### config.mk
export PLATFORM = sky130hd
export DESIGN_NAME = cs_decoder_seq
export DESIGN_NICKNAME = d
export VERILOG_FILES = /design/src/rtl/cs_decoder_seq.sv
export SDC_FILE = /design/constraint.sdc
export NUM_CORES = 1
export LEC_CHECK = 0
export CORE_UTILIZATION = 30
export DETAILED_ROUTE_END_ITERATION = 6
export PLACE_DENSITY = 0.62
export SYNTH_ARGS = -nofsm -noshare
export SYNTH_HDL_FRONTEND = slang
export SYNTH_SLANG_ARGS = --single-unit
export TNS_END_PERCENT = 10
### constraint.sdc
create_clock -name CLK -period 1.9 [get_ports CLK]
set_clock_uncertainty 0.15 [all_clocks]
set_input_delay 0.57 -clock CLK [delete_from_list [all_inputs] [get_ports CLK]]
set_output_delay 0.57 -clock CLK [all_outputs]
set_load 0.05 [all_outputs]
### src/rtl/cs_decoder_seq.sv
// Registered chip-select decoder with a per-target wait-state table.
// One access is active at a time; READY marks its final cycle, ERR flags an out-of-range select.
module cs_decoder_seq #(
  parameter int SEL_W        = 3,
  parameter int N_OUT        = 8,
  parameter int WAIT_W       = 4,
  parameter int DEFAULT_WAIT = 0
) (
  input  logic              CLK,
  input  logic              RST,
  input  logic              EN,
  input  logic [SEL_W-1:0]  SEL,
  input  logic              ABORT,
  input  logic              CFG_WE,
  input  logic [SEL_W-1:0]  CFG_SEL,
  input  logic [WAIT_W-1:0] CFG_WAIT,
  output logic [N_OUT-1:0]  OUT,
  output logic              BUSY,
  output logic              READY,
  output logic              ERR
);

  localparam int              DEPTH   = 2**SEL_W;
  localparam logic [SEL_W:0]  N_OUT_W = (SEL_W+1)'(N_OUT);
  localparam logic [WAIT_W-1:0] DEF_W = WAIT_W'(DEFAULT_WAIT);
  localparam logic [WAIT_W-1:0] ONE_W = WAIT_W'(1);

  typedef enum logic {IDLE, ACTIVE} state_e;

  state_e            state_q, state_d;
  logic [N_OUT-1:0]  out_q, out_d;
  logic [WAIT_W-1:0] cnt_q, cnt_d;
  logic              ready_q, ready_d;
  logic              err_q, err_d;
  logic [WAIT_W-1:0] table_q [DEPTH];
  logic [WAIT_W-1:0] table_d [DEPTH];

  logic              busy;
  logic              accept;
  logic              sel_ok;
  logic              cfg_ok;
  logic [WAIT_W-1:0] wait_sel;

  assign busy = (state_q == ACTIVE);

  always_comb begin
    accept   = EN & ~ABORT & (~busy | ready_q);
    sel_ok   = {1'b0, SEL} < N_OUT_W;
    cfg_ok   = {1'b0, CFG_SEL} < N_OUT_W;
    // Table is read before this cycle's write lands, so a same-index write
    // alongside an accept only affects later requests.
    wait_sel = table_q[SEL];

    state_d = IDLE;
    out_d   = '0;
    cnt_d   = '0;
    ready_d = 1'b0;
    err_d   = 1'b0;
    table_d = table_q;

    if (accept) begin
      if (sel_ok) begin
        state_d = ACTIVE;
        out_d   = {{(N_OUT-1){1'b0}}, 1'b1} << SEL;
        cnt_d   = wait_sel;
        ready_d = (wait_sel == '0);
      end else begin
        err_d = 1'b1;
      end
    end else if (busy && !ready_q && !ABORT) begin
      state_d = ACTIVE;
      out_d   = out_q;
      cnt_d   = cnt_q - ONE_W;
      ready_d = (cnt_q == ONE_W);
    end

    if (CFG_WE && cfg_ok) begin
      table_d[CFG_SEL] = CFG_WAIT;
    end
  end

  always_ff @(posedge CLK) begin
    if (RST) begin
      state_q <= IDLE;
      out_q   <= '0;
      cnt_q   <= '0;
      ready_q <= 1'b0;
      err_q   <= 1'b0;
      for (int unsigned i = 0; i < DEPTH; i++) begin
        table_q[i] <= DEF_W;
      end
    end else begin
      state_q <= state_d;
      out_q   <= out_d;
      cnt_q   <= cnt_d;
      ready_q <= ready_d;
      err_q   <= err_d;
      table_q <= table_d;
    end
  end

  assign OUT   = out_q;
  assign BUSY  = busy;
  assign READY = ready_q;
  assign ERR   = err_q;

endmodule

==> summary.md <==
| Metric | Value |
|---|---|
| Clock net sink count | 46 |
| Critical Path Start | SEL[0] |
| Most frequent cells in the layout | dfxtp_1 (46), nor2_1 (44), mux2i_1 (32), buf_4 (32), buf_12 (11) |
| CP endpoint | READY |
| CP required | around 2 ns |
| R2R Setup Slk | 0.22 ns |
| Io pins | 26 |
| TNS Setup | -0.00112 ns |
| Post-synthesis mux area share | 0.268 |
| CP peak stage delay | 0.49 ns |
| Synth cell types | 31 |
| Total Routing Usage GR | 0.136 |
| Setup crit end kind | register |
| CP delay by family, top | multiplexers |
| Cts bufs inserted | 5 |
| Post-synthesis compound-gate area fraction | 0.0543 |
| Congestion Overflow GR | 0 |
| Register bit total from synthesis | 46 |
| Adder-Cell Fraction of Synth Area | 0.0122 |
| Setup CP Type | in2reg |
| Setup violators final | 1 |
| Post-Route WL | between 4 and 5 mm |
| Initial drt markers | 62 |
| Register area share after synthesis | 0.449 |
| Initial Utilization | 0.318 |
| Area share of the largest cell type after synthesis | 0.449 |
| Main combinational cell family by area after synthesis | multiplexers |
| Min Tclk post-route | between 1.5 and 2 ns |
| CTS max path bufs | 2 |
| # diodes | 0 |
| Hold Crit Class | reg2reg |
| Row count | 29 |
| Failing checks | design-rule violations, negative setup slack |
| Share of cells above drive strength 1 | 0.286 |
| First-pass GRT wire length | between 7 and 8 mm |
| Worst reg2reg startpoint | table_q[22] |
| Worst path cell trace | buf_4 > buf_12 > mux4_2 > mux2_4 > nand4b_1 > o31ai_2 |
| Crit-path max FO | 5 |
| CTS hold repair buffers | 0 |
| Layout area overhead | 36.9% |
| Register area | approximately 920 µm² |
| Top cells by area, synth | dfxtp_1 (45%), mux2i_1 (17%), nor2_1 (8.1%) |
| Slowest stage cell, crit path | mux4_2 |
| Syn_area_per_cell | about 10 µm² |
| Most common cell after layout, fill and taps aside | dfxtp_1 |
| Tot Pwr | ~1.9 mW |
| Fillers | 622 |
| Max-cap violations | 0 |
| Via Count | roughly 1.6k |
| RR Endpoint | READY |
| Synthesized net count | 214 |
| Root Buffer | clkbuf_8 |
| Yosys warns | 0 |
| Pwr/cell area | 666 mW/mm² |
| Detailed Place HPWL | around 3.4 mm |
| Worst-case reg-to-reg path depth | 4 |
| Worst slack at placement | -0.772 ns |
| Vias in the first global route | between 1.5k and 2k |
| Cell area after layout | 0.00281 mm² |
| Chip width | 84.7 µm |
| Number of vias per cell | 4.84 |
| Core area | roughly 0.0065 mm² |
| Critical Path Start Type | input port |
| Pre-antenna DRT Iters | 6 |
| Die area | slightly above 0.007 mm² |
| Cell taking the most area after synthesis | dfxtp_1 |
| WL per Instance | about 14 µm |
| RSZ-0062 raised after global routing | yes |
| Stages on worst setup path | 6 |
| Height of the die | 84.7 µm |
| Clock slew at reported path FFs | 0.08 ns |
| Syn Std Cell Area | between 0.002 and 0.0025 mm² |
| Outcome | finished with violations |
| Hold_ws | approximately 0.35 ns |
| Cells after Synth | approximately 200 |
| Layout Nets | roughly 260 |
| CP arrival | 1.97 ns |
| Routed Antenna Nets | 0 |
| Latest clock arrival within the worst-skew pair | 0.30 ns |
| DR DRC count | 2 |
| WP buf/inv | 2 |
| Fmax | ~530 MHz |
| Max-slew violations | 0 |
| CTS tree | done |
| Gpl congestion | between 0.7 and 0.8 |
| Leakage | 1.16 nW |
| Worst Slack Setup Final | -0.00112 ns |
| Area of the multi-input gates | roughly 0.0011 mm² |
| Final Hold Vio Count | 0 |
| Area after DPL | 0.00266 mm² |
| Initial antenna violation count | 0 |
| Post-Synth XOR/XNOR Area | 0.00854 |
| H-tree depth | 2 |
| Largest net degree at the start of global routing | 23 |
| Simple-Gate Fraction of Synth Area | 0.168 |
| Final worst-path cycle share | 1.00 |
| Peak supply drop | 0.343 mV |
| PortBufs | 24 |
[power by group]
| part | switching (mW) | leakage [nW] | internal (mW) | total (mW) |
|---|---|---|---|---|
| Sequential | 0.0135 | 0.372 | 0.984 | 0.997 |
| Combinational | 0.126 | 0.737 | 0.132 | 0.257 |
| Clock | 0.322 | 0.0482 | 0.294 | 0.616 |
[final cells by class]
type	count	share of cell area
multi-input cells	132	0.383
repair buffers	57	0.219
clock buffers	7	0.0307
clock inverters	1	0.00178
inverters	2	0.00267
flip-flops and latches	46	0.328
well taps	77	0.0343
[synthesized netlist by cell type]
library cell  instances
a2bb2oi_1             1
nor2_1               44
a22oi_1               4
conb_1                1
clkbuf_1             14
mux4_1                2
inv_1                 2
nand2b_1              3
xor2_1                1
mux4_2                6
o22a_1                1
dfxtp_1              46
a32oi_1               4
nor3_2                2
or2_2                 1
nand2_1               3
a21oi_1               2
o31ai_2               1
xnor2_1               1
ha_1                  2
buf_4                 2
nor3b_2               2
nand4b_1              4
buf_1                 1
nor4b_1               1
nor2b_1               5
o22ai_1               1
nand4_1               2
mux2i_1              35
nor3_1                2
mux2_2                1
[cell families after synthesis]
family | Yosys count
AO/OA/AOI/OAI | 14
XOR/XNOR | 2
adder cells (fa/ha/maj) | 2
buffers and inverters | 19
flip-flops | 46
multiplexers | 44
other | 1
AND/OR/NAND/NOR | 69
[how the worst min path moves through the flow]
stage	from	end	slack, ns	cells after the start
final	table_q[11]	table_q[11]	0.35	2
after global routing	table_q[2]	table_q[2]	0.38	2
after CTS	table_q[11]	table_q[11]	0.35	2
after detailed placement	table_q[13]	table_q[13]	0.33	2
after global placement	table_q[13]	table_q[13]	0.32	2
after floorplan	table_q[15]	table_q[15]	0.30	2
[metrics by stage]
step | instances | utilization
6_report | 322 | 0.435
4_1_cts | 322 | 0.431
3_3_place_gp | 312 | 0.412
5_1_grt | 322 | 0.435
2_1_floorplan | 197 | -
3_5_place_dp | 312 | 0.412
[sequential cells by signal, indices dropped and copies added, names as in the netlist]
signal   count
READY        1
BUSY         1
table_q     32
OUT          8
cnt_q        4
[worst register-to-register path, cell delays in order (launching register included)]
cell and delay [ns]:
dfxtp_1 0.34, mux4_2 0.46, mux2_4 0.29, nand4b_1 0.19, o31ai_2 0.18
[layer usage]
layer / global-route usage / share of wire
met5: 0 / 0
met4: 0.0370 / 0.0040
met3: 0.0285 / 0.040
met2: 0.231 / 0.47
met1: 0.175 / 0.48
[what timing repair did]
action	in CTS	in global routing
setup endpoints to repair	14	16
buffers inserted	1	0
gates cloned	1	0
pin swaps	1	1
resized for setup	10	6
No activity file was read; power rests on OpenSTA's default activity.
